==> src/rtl/div_pkg.sv <==
// Shared constants and state encoding for the restoring divider.
package div_pkg;

    localparam int unsigned DIV_WIDTH = 8;
    localparam int unsigned DIV_ITERS = 8;
    localparam int unsigned CNT_WIDTH = 3;

    typedef enum logic [1:0] {
        IDLE = 2'd0,
        CALC = 2'd1,
        DONE = 2'd2
    } div_state_t;

endpackage

==> src/rtl/cla_subtractor9.sv <==
// 9-bit carry-lookahead subtractor: diff = a - b computed as a + ~b + 1.
module cla_subtractor9 (
    input  logic [8:0] a,
    input  logic [8:0] b,
    output logic [8:0] diff,
    output logic       no_borrow
);

    logic [8:0] gen;
    logic [8:0] prop;
    logic [9:0] carry;
    logic       chain;

    // Each carry is a flat sum of generate terms gated by the propagates above them.
    always_comb begin
        gen   = a & ~b;
        prop  = a ^ ~b;
        carry = '0;
        chain = 1'b0;
        carry[0] = 1'b1;
        for (int i = 0; i < 9; i++) begin
            carry[i+1] = gen[i];
            chain      = prop[i];
            for (int j = i - 1; j >= 0; j--) begin
                carry[i+1] = carry[i+1] | (chain & gen[j]);
                chain      = chain & prop[j];
            end
            carry[i+1] = carry[i+1] | (chain & carry[0]);
        end
        diff      = prop ^ carry[8:0];
        no_borrow = carry[9];
    end

endmodule

==> src/rtl/restoring_divider8.sv <==
// Unsigned restoring divider: one quotient bit per cycle, registered results.
module restoring_divider8
    import div_pkg::*;
#(
    parameter int unsigned WIDTH = DIV_WIDTH
) (
    input  logic             Clk,
    input  logic             Reset,
    input  logic             Run,
    input  logic [WIDTH-1:0] Dividend,
    input  logic [WIDTH-1:0] Divisor,
    output logic [WIDTH-1:0] Quotient,
    output logic [WIDTH-1:0] Remainder,
    output logic             Done,
    output logic             DivByZero
);

    div_state_t           state, state_n;
    logic [WIDTH-1:0]     q_reg, q_n;
    logic [WIDTH-1:0]     d_reg, d_n;
    logic [WIDTH-1:0]     r_reg, r_n;
    logic [CNT_WIDTH-1:0] cnt, cnt_n;
    logic                 iters_done, iters_done_n;
    logic [WIDTH-1:0]     quo_n, rem_n;
    logic                 done_n, dbz_n;

    logic [WIDTH:0]       shifted;
    logic [WIDTH:0]       diff;
    logic                 no_borrow;
    logic                 unused_diff_msb;

    assign shifted         = {r_reg, q_reg[WIDTH-1]};
    // A successful trial subtraction is always below the divisor, so its top bit is zero.
    assign unused_diff_msb = diff[WIDTH];

    cla_subtractor9 u_sub (
        .a         (shifted),
        .b         ({1'b0, d_reg}),
        .diff      (diff),
        .no_borrow (no_borrow)
    );

    always_comb begin
        state_n      = state;
        q_n          = q_reg;
        d_n          = d_reg;
        r_n          = r_reg;
        cnt_n        = cnt;
        iters_done_n = iters_done;
        quo_n        = Quotient;
        rem_n        = Remainder;
        done_n       = Done;
        dbz_n        = DivByZero;
        case (state)
            IDLE: begin
                if (Run) begin
                    q_n          = Dividend;
                    d_n          = Divisor;
                    r_n          = '0;
                    cnt_n        = '0;
                    iters_done_n = 1'b0;
                    done_n       = 1'b0;
                    dbz_n        = 1'b0;
                    if (Divisor == '0) begin
                        state_n = DONE;
                        quo_n   = '1;
                        rem_n   = Dividend;
                        done_n  = 1'b1;
                        dbz_n   = 1'b1;
                    end else begin
                        state_n = CALC;
                    end
                end
            end
            CALC: begin
                // The cycle after the last iteration publishes the result.
                if (iters_done) begin
                    state_n = DONE;
                    quo_n   = q_reg;
                    rem_n   = r_reg;
                    done_n  = 1'b1;
                end else begin
                    r_n   = no_borrow ? diff[WIDTH-1:0] : shifted[WIDTH-1:0];
                    q_n   = {q_reg[WIDTH-2:0], no_borrow};
                    cnt_n = cnt + CNT_WIDTH'(1);
                    if (cnt == CNT_WIDTH'(DIV_ITERS - 1)) begin
                        iters_done_n = 1'b1;
                    end
                end
            end
            DONE: begin
                if (!Run) begin
                    state_n = IDLE;
                    done_n  = 1'b0;
                end
            end
            default: begin
                state_n = IDLE;
            end
        endcase
    end

    always_ff @(posedge Clk) begin
        if (Reset) begin
            state      <= IDLE;
            q_reg      <= '0;
            d_reg      <= '0;
            r_reg      <= '0;
            cnt        <= '0;
            iters_done <= 1'b0;
            Quotient   <= '0;
            Remainder  <= '0;
            Done       <= 1'b0;
            DivByZero  <= 1'b0;
        end else begin
            state      <= state_n;
            q_reg      <= q_n;
            d_reg      <= d_n;
            r_reg      <= r_n;
            cnt        <= cnt_n;
            iters_done <= iters_done_n;
            Quotient   <= quo_n;
            Remainder  <= rem_n;
            Done       <= done_n;
            DivByZero  <= dbz_n;
        end
    end

endmodule

==> config.mk <==
export PLATFORM = sky130hd
export DESIGN_NAME = restoring_divider8
export DESIGN_NICKNAME = d
export VERILOG_FILES = /design/src/rtl/div_pkg.sv /design/src/rtl/cla_subtractor9.sv /design/src/rtl/restoring_divider8.sv
export SDC_FILE = /design/constraint.sdc
export NUM_CORES = 1
export LEC_CHECK = 0
export ABC_AREA = 1
export BUFFER_PORTS_ARGS = -buffer_cell sky130_fd_sc_hd__buf_2
export CAP_MARGIN = 20
export CORE_ASPECT_RATIO = 1.2
export CORE_MARGIN = 3
export CORE_UTILIZATION = 50
export DETAILED_ROUTE_END_ITERATION = 16
export PLACE_DENSITY = 0.79
export SETUP_SLACK_MARGIN = 0.4
export SLEW_MARGIN = 0
export SYNTH_ARGS = -nofsm -noshare
export SYNTH_HDL_FRONTEND = slang
export SYNTH_SLANG_ARGS = --single-unit
export TNS_END_PERCENT = 100
==> constraint.sdc <==
create_clock -name Clk -period 2 [get_ports Clk]
set_input_delay 0.3 -clock Clk [delete_from_list [all_inputs] [get_ports Clk]]
set_output_delay 0.3 -clock Clk [all_outputs]
set_load 0.02 [all_outputs]
-- After elaboration in Yosys (flattened, before gate mapping)
Cells that the tools add are included.
- bitwise operators: 99
- equal/unequal tests: 8
- reductions and logical operators: 10
- add/sub/neg operators: 1
- mux-type cells: 32
- operators by type and width (kind ; count):
    2-to-1 mux 8 bit ; 11
    one-hot mux 8 bit (2 select lines) ; 4
    AND 1 bit ; 58
    bitwise OR 1 bit ; 37
    != test 2 bit, second input constant ; 5
    AND 9 bit ; 1
    inverter 8 -> 9 bit ; 1
    XOR 9 bit ; 1
    logical NOT 8 bit ; 1
    2-to-1 mux 2 bit ; 4
    AND reduction 4 bit ; 2
    XOR 8 bit ; 1
    2-to-1 mux 1 bit ; 7
    2-to-1 mux 3 bit ; 2
    one-hot mux 2 bit (3 select lines) ; 1
    one-hot mux 3 bit (2 select lines) ; 1
    AND reduction 3 bit ; 2
    AND reduction 2 bit ; 2
    adder 3 x 1 -> 3 bit, second input constant ; 1
    == test 3 bit, second input constant ; 1
    one-hot mux 1 bit (3 select lines) ; 1
    nonzero test 3 bit ; 1
    == test 2 x 1 -> 1 bit, second input constant ; 1
    == test 2 bit, second input constant ; 1
    other kinds (3) ; 3
- input port bits: 19
- output and inout bits: 18
- register bits: 48
- word-level logic and storage cells: 160

-- Longest topological paths before layout
Gate-level depths: netlist of the first run.
- word-level depth: 15
- gate-level depth with buffers: 12

-- Cells and area by module
A second synthesis of the first run with hierarchy kept.
- cells, all modules: 405
- area total of the unflattened synthesis: 2783.9 um^2
- modules (own cells, without submodules) (module ; seq. area each (um^2) ; area an instance (um^2) ; cells an instance ; times used):
    restoring_divider8 ; 960.9 ; 2285.9 ; 321 ; 1
    cla_subtractor9 ; 0.0 ; 498.0 ; 84 ; 1

-- Worst setup path after synthesis of the first run
OpenSTA, ideal clock, no wires.
- kind: reg-to-reg
- start: reg d_reg[2]
- end: reg r_reg[3]
- arrival: 1.505 ns
- setup slack: 0.424 ns
- required time: 1.930 ns
- buffers on the path: 0
- clock period less this slack: 1.576 ns
- stages on the path, launching flop included: 12
- library setup time: 0.070 ns
- cells stage by stage: dfxtp_1 -> inv_1 -> ha_1 -> a21oi_1 -> nand3_2 -> nand2_2 -> nand3_2 -> nand2_2 -> inv_2 -> nand2_1 -> nand3_1 -> a21oi_1
- word-level cells in the longest chain between the ends: 10
- ends and longest elaborated chain (element ; RTL line ; source):
    from (decl) ; restoring_divider8.sv:20 ; logic [WIDTH-1:0] d_reg, d_n;
    from (signal assigned) ; restoring_divider8.sv:118 ; d_reg <= d_n;
    inverter 8 -> 9 bit (*) ; cla_subtractor9.sv:16, cla_subtractor9.sv:17 ;
    XOR 9 bit or AND 9 bit (tied branches) ; cla_subtractor9.sv:17, cla_subtractor9.sv:16 ;
    AND 1 bit, on equally long branches ; cla_subtractor9.sv:25, cla_subtractor9.sv:26 ;
    bitwise OR 1 bit (tied with other cells) ; cla_subtractor9.sv:25 ; carry[i+1] = carry[i+1] | (chain & gen[j]);
    bitwise OR 1 bit or AND 1 bit (tied branches) ; cla_subtractor9.sv:25 ;
    bitwise OR 1 bit, on equally long branches ; cla_subtractor9.sv:28, cla_subtractor9.sv:25 ;
    XOR 8 bit or bitwise OR 1 bit (tied branches) ; cla_subtractor9.sv:30, cla_subtractor9.sv:28 ;
    2-to-1 mux 8 bit (*) ; restoring_divider8.sv:83 ; r_n = no_borrow ? diff[WIDTH-1:0] : shifted[WIDTH-1:0];
    2-to-1 mux 8 bit (*) ; restoring_divider8.sv:77 ; if (iters_done) begin
    one-hot mux 8 bit (2 select lines) (*) ; restoring_divider8.sv:54 ; case (state)
    to (signal assigned) ; restoring_divider8.sv:119 ; r_reg <= r_n;
    to (decl) ; restoring_divider8.sv:21 ; logic [WIDTH-1:0] r_reg, r_n;
Mark *: on every way between the ends. The rest lies on a longest branch, timed or not. The select of a mux whose other input is x is not followed.
A chain may end at the register's enable or synchronous reset.

-- Worst setup path after layout of the first run
- start: reg r_reg[1]
- end: reg r_reg[3]
- word-level cells in the longest chain between the ends: 9
- ends and longest elaborated chain (element ; RTL line):
    XOR 9 bit or AND 9 bit (tied branches) ; cla_subtractor9.sv:17, cla_subtractor9.sv:16
    AND 1 bit, on equally long branches ; cla_subtractor9.sv:25, cla_subtractor9.sv:26
    bitwise OR 1 bit (tied with other cells) ; cla_subtractor9.sv:25
    bitwise OR 1 bit or AND 1 bit (tied branches) ; cla_subtractor9.sv:25
    bitwise OR 1 bit, on equally long branches ; cla_subtractor9.sv:28, cla_subtractor9.sv:25
    XOR 8 bit or bitwise OR 1 bit (tied branches) ; cla_subtractor9.sv:30, cla_subtractor9.sv:28
    2-to-1 mux 8 bit (*) ; restoring_divider8.sv:83
    2-to-1 mux 8 bit (*) ; restoring_divider8.sv:77
    one-hot mux 8 bit (2 select lines) (*) ; restoring_divider8.sv:54
Marks and branches as above.

==> summary.txt, run 1 <==
Synthesized area -> 0.00248 sq mm
Top post-synthesis cells by count -> 69 x nand2_1, 48 x dfxtp_1, 32 x inv_1
GRT Util Overall -> 0.217
DRT antenna net count -> 0
Min-delay src -> Dividend[2]
Synth Instances -> 339
Count leader, synth -> nand2_1
Clock sink count -> 48
Hold path depth -> 3
TritonRoute pass-1 iters -> 6
Mux cell area share after synthesis -> 0
Initial antenna violation count -> 0
Crit path kind -> flip-flop to flip-flop
Reg2reg path depth -> 10
RSZ-0062 raised after global routing -> true
Internal reg-to-reg setup slack -> 0.30 ns
Maximum clock rate -> 0.588 GHz
Clock buffer count from CTS -> 5
Crit-path slowest cell -> dfxtp_4
Final setup vio count -> 0
Starting density of the core -> 0.529
Syn_area_per_cell -> 7.33 sq um
Worst-Skew Late Latency -> 0.31 ns
Clock period minus worst slack -> 1.70 ns
DP Area -> 0.00271 sq mm
Placeable core region -> 0.00470 sq mm
Max cap viols -> 0
Cell Pwr Density -> 1800 mW/mm^2
CP peak stage delay -> 0.36 ns
Vias -> 2529
Grt total ovfl -> 0
Post-synth EDFFs -> 0
H-tree levels -> 2
Slew headroom -> 0.764
Vias in the first global route -> 2231
Crit path DAT -> 1.94 ns
Global-route wire length before repair -> 10500 um
Multi-input gate area -> 0.00157 sq mm
I/O pin cnt -> 37
Top_reg_cell synth -> dfxtp_1
DR vias/cell -> 5.61
CTS clk-pin slew, worst paths -> 0.10 ns
DRT iter0 DRCs -> 240
DRC viols -> 0
Netlist cell types -> 29
IO buf count -> 36
Gpl congestion -> 0.860
Synth Area in Compound Gates -> 0.202
DIE AREA -> 0.00585 sq mm
Ys async rst share -> 0
Routed length per instance -> 15.5 um
Detailed Place HPWL -> 4170 um
Final-stage net count -> 426
Req. time, crit path -> 2.24 ns
Simple-Gate Fraction of Synth Area -> 0.229
Die width -> 70.3 um
Antenna diode count -> 0
Pin count of the biggest net entering global routing -> 19
Worst VDD drop -> 0.954 mV
Synth Register Bits -> 48
Worst Hold Class -> input port to flip-flop
Worst Max-Slew Pin Slew -> 0.353 ns
Top area cells in the synthesized netlist -> dfxtp_1 39%, nand2_1 10%, ha_1 7.6%
CP startpoint kind -> flip-flop
Status -> complete, no violations
CP max FO -> 6
Min-Delay Endpoint -> Remainder[2]
Xor/xnor cell area share of the yosys netlist -> 0.0106
Fillers -> 348
Area grow syn2layout -> 32.2%
Worst Skew -> 0.0161 ns
Post-route cell area -> 0.00328 sq mm
Register cell area after layout -> 987 sq um
Clock buffer depth -> 2
Root Driver -> clkbuf_8
Yosys top cell by area -> dfxtp_1
Largest family of logic cells by synthesized area -> simple AND/OR/NAND/NOR gates
Share of layout cells above drive strength 1 -> 0.354
Reg2reg end -> r_reg[3]
Leakage -> 1.42 nW
CP cell instances -> ha_4 > a21oi_4 > nand3_2 > nand2_2 > nand3_4 > nand2_4 > inv_2 > nand2_2 > nand3_2 > a21oi_2
Num rows -> 27
Die height -> 83.2 um
Sum Neg Setup Slack -> 0 ns
FF-to-FF Start -> r_reg[1]
TritonCTS clock tree -> done
Synth Net Count -> 373
Final WL -> 6990 um
Synthesized-area fraction occupied by adder cells -> 0.0756
Fin. max-slew vios -> 0
Hold Fails Final Rpt -> 0
Crit. End Element -> flip-flop
Synth warnings -> 0
Share of the yosys chip area belonging to registers -> 0.387
Proportion of netlist area held by the largest area contributor -> 0.387
Final Cycle Share -> 0.851
## cells by family (layout without fill, tap and decap cells)
| family | Yosys count | in the layout |
|---|---|---|
| XOR/XNOR | 3 | 3 |
| buffers and inverters | 53 | 106 |
| AND/OR/NAND/NOR | 129 | 130 |
| flip-flops | 48 | 48 |
| adder cells (fa/ha/maj) | 15 | 15 |
| AO/OA/AOI/OAI | 91 | 91 |
## worst max-delay path by stage
| stage | start | endpoint | cells after the start |
|---|---|---|---|
| CTS | state[1] | Quotient[0] | 11 |
| detailed placement | state[1] | r_reg[7] | 10 |
| finish | r_reg[1] | r_reg[3] | 10 |
| global placement | state[1] | r_reg[7] | 10 |
| global route | d_reg[2] | r_reg[3] | 11 |
| floorplan | d_reg[2] | r_reg[3] | 11 |
## layout by cell type, fill, tap and decap left out, types with 2 or more instances in the layout
cell and count:
o21ai_4 2, a31oi_1 17, dfxtp_4 4, nor3_1 4
a21oi_4 4, nand3_2 6, buf_4 15, ha_4 10
nor3_2 4, buf_2 37, inv_6 2, nor2_1 15
dfxtp_1 35, o21ai_1 19, bufinv_16 2, inv_1 25
nand2_1 64, nand2_4 2, dfxtp_2 9, nand3b_1 2
nor2_4 3, xor2_1 2, nand3_1 17, a21oi_1 27
o21ai_0 20, inv_4 5, nor2_2 3, nand2_2 8
clkbuf_8 5, buf_6 3, inv_2 11, ha_1 5
## worst max-delay path: cells and delay by family (launching register included)
family	cells	cell delay (ns)
AOI/OAI and AO/OA	2	0.29
buffers and inverters	1	0.07
adders and majority gates	1	0.26
DFF	1	0.36
and+or+nand+nor	6	0.64
## routing by layer
layer,track usage,part of all wire,wire [um]
met2,0.360,0.49,3430
met4,0.0592,0.024,169
met3,0.0448,0.066,463
met1,0.282,0.42,2930
met5,0,0,0
## timing repair
| action | CTS | global route |
|---|---|---|
| setup endpoints to repair | 34 | 34 |
| cloned | 2 | 2 |
| buffers inserted | 3 | 8 |
| hold buffers | 0 | 0 |
| gates resized for setup | 30 | 46 |
| pin swaps | 3 | 23 |
## stage by stage
step | worst slack, ns | utilization | hold WS (ns) | cells | total power, mW
final | 0.298 | 0.699 | 0.271 | 451 | 5.92
after global routing | 0.224 | 0.699 | 0.279 | 451 | 6.30
after CTS | 0.402 | 0.651 | 0.275 | 441 | 5.19
after detailed placement | 0.226 | 0.577 | 0.454 | 428 | 3.88
after global placement | 0.269 | 0.577 | 0.450 | 428 | 3.83
after floorplan | 0.424 | - | 0.369 | 339 | 3.36
## layout make-up
cell class / instances / share of cell area
timing repair inverter: 2 / 0.00457
inverter: 41 / 0.0522
timing repair buffer: 55 / 0.101
tap: 58 / 0.0221
sequential: 48 / 0.301
multi-input combinational: 239 / 0.478
clock buffer: 5 / 0.0210
clock inverter: 3 / 0.0210
## power by group
part | internal (mW) | total [mW] | leakage, nW | switching (mW)
registers | 1.25 | 1.48 | 0.399 | 0.230
clock network | 0.503 | 0.858 | 0.0687 | 0.355
logic | 1.39 | 3.59 | 0.954 | 2.20
(Power assumes the default switching activity.)
==> run 2: changes to the inputs <==
--- a/config.mk
+++ b/config.mk
@@ -13,7 +13,7 @@
 export CORE_UTILIZATION = 50
 export DETAILED_ROUTE_END_ITERATION = 16
 export PLACE_DENSITY = 0.79
-export SETUP_SLACK_MARGIN = 0.4
+export SETUP_SLACK_MARGIN = 0.05
 export SLEW_MARGIN = 0
 export SYNTH_ARGS = -nofsm -noshare
 export SYNTH_HDL_FRONTEND = slang
==> summary.txt, run 2 (synthesis results as in run 1) <==
Gpl congestion -> 0.860
IO buf count -> 36
DR vias/cell -> 5.32
Global-route wire length before repair -> 9780 um
CTS clk-pin slew, worst paths -> 0.10 ns
Area grow syn2layout -> 14.8%
Slew headroom -> 0.772
CP cell instances -> inv_1 > ha_1 > inv_2 > nor2_2 > inv_2 > nor2_2 > nand3_1 > o21ai_0 > nand2_1 > a21oi_1
Fillers -> 447
Starting density of the core -> 0.529
Cell Pwr Density -> 1680 mW/mm^2
TritonRoute pass-1 iters -> 4
Root Driver -> clkbuf_8
Status -> complete, no violations
Internal reg-to-reg setup slack -> 0.17 ns
Crit path DAT -> 2.07 ns
Antenna diode count -> 0
Reg2reg path depth -> 10
Die width -> 70.3 um
RSZ-0062 raised after global routing -> false
Worst VDD drop -> 0.772 mV
Clock period minus worst slack -> 1.83 ns
Share of layout cells above drive strength 1 -> 0.201
Final Worst Setup Slack -> 0.170 ns
CP delay by family, top -> simple AND/OR/NAND/NOR gates
Detailed Place HPWL -> 4170 um
Reg2reg end -> r_reg[4]
WP buf/inv -> 3
Clock buffer count from CTS -> 5
DRT iter0 DRCs -> 136
Die height -> 83.2 um
I/O pin cnt -> 37
Max cap viols -> 0
Leakage -> 1.31 nW
Final WL -> 5700 um
Final setup vio count -> 0
Num rows -> 27
Crit path capture -> r_reg[4]
CP startpoint -> state[1]
Stages on the worst setup path -> 10
Pin count of the biggest net entering global routing -> 26
Clock sink count -> 48
Fin. max-slew vios -> 0
Final Cycle Share -> 0.915
CP startpoint kind -> flip-flop
FF-to-FF Start -> state[1]
Worst-Skew Late Latency -> 0.31 ns
Hold Fails Final Rpt -> 0
Vias -> 2318
Placeable core region -> 0.00470 sq mm
Worst Skew -> 0.0116 ns
Clock buffer depth -> 2
DRC viols -> 0
Vias in the first global route -> 2117
Worst Hold Class -> input port to flip-flop
GRT Util Overall -> 0.200
CP max FO -> 8
Routed length per instance -> 13.1 um
Sum Neg Setup Slack -> 0 ns
H-tree levels -> 2
Crit path kind -> flip-flop to flip-flop
Worst Max-Slew Pin Slew -> 0.341 ns
DIE AREA -> 0.00585 sq mm
Crit. End Element -> flip-flop
Pre-CTS WS -> 0.226 ns
DRT antenna net count -> 0
Crit-path slowest cell -> dfxtp_1
Initial antenna violation count -> 0
Grt total ovfl -> 0
Maximum clock rate -> 0.546 GHz
CP peak stage delay -> 0.36 ns
Commonest cells after routing, fill and taps aside -> 69 x nand2_1, 48 x dfxtp_1, 36 x buf_2
Final-stage net count -> 411
Commonest non-fill, non-tap cell in the layout -> nand2_1
Post-CTS Setup Inserts -> 0
TritonCTS clock tree -> done
Req. time, crit path -> 2.23 ns
## run 2: per-stage QoR
stage | area, sq um | hold WS (ns) | instances | util | total power, mW
floorplan | 2480 | 0.369 | 339 | - | 3.36
global placement | 2710 | 0.450 | 428 | 0.577 | 3.83
detailed placement | 2710 | 0.454 | 428 | 0.577 | 3.88
CTS | 2850 | 0.276 | 436 | 0.606 | 4.75
global route | 2850 | 0.283 | 436 | 0.607 | 5.20
finish | 2850 | 0.276 | 436 | 0.607 | 4.78
## run 2: cell type report
cell class / count / area, sq um / area share
multi-input cells: 238 / 1290 / 0.452
flip-flops and latches: 48 / 961 / 0.337
repair buffers: 43 / 233 / 0.0816
inverters: 41 / 159 / 0.0557
well taps: 58 / 72.6 / 0.0254
clock buffers: 5 / 68.8 / 0.0241
clock inverters: 3 / 68.8 / 0.0241
## run 2: where the power goes
part           total, mW  internal (mW)  switching [mW]
clock network      0.854          0.503           0.350
logic               2.51          0.860            1.65
registers           1.41           1.22           0.193
## run 2: routing by layer
| layer | wire [um] | up-vias | global-route usage |
|---|---|---|---|
| li1 | - | 1210 | - |
| met1 | 2610 | 1044 | 0.266 |
| met2 | 2690 | 53 | 0.322 |
| met3 | 254 | 11 | 0.0436 |
| met4 | 138 | 0 | 0.0627 |
| met5 | 0 | - | 0 |
## run 2: timing repair
| item | 4_1_cts | 5_1_grt |
|---|---|---|
| endpoints found under the setup margin | 0 | 1 |
| resized for setup | 0 | 1 |
| hold buffers | 0 | 0 |
## run 2: worst min path at each step
stage / startpoint / end / slack [ns] / cells past startpoint
floorplan: Reset / cnt[1] / 0.37 / 1
global placement: d_reg[3] / d_reg[3] / 0.45 / 2
detailed placement: d_reg[4] / d_reg[4] / 0.45 / 2
CTS: Dividend[1] / Remainder[1] / 0.28 / 3
global route: Dividend[0] / Remainder[0] / 0.28 / 3
finish: Dividend[2] / Remainder[2] / 0.28 / 3
## run 2: worst reg2reg max path: stages, from the launching register on
cell     delay [ns]
dfxtp_1        0.36
inv_1          0.10
ha_1           0.23
inv_2          0.06
nor2_2         0.15
inv_2          0.06
nor2_2         0.28
nand3_1        0.23
o21ai_0        0.13
nand2_1        0.07
a21oi_1        0.11
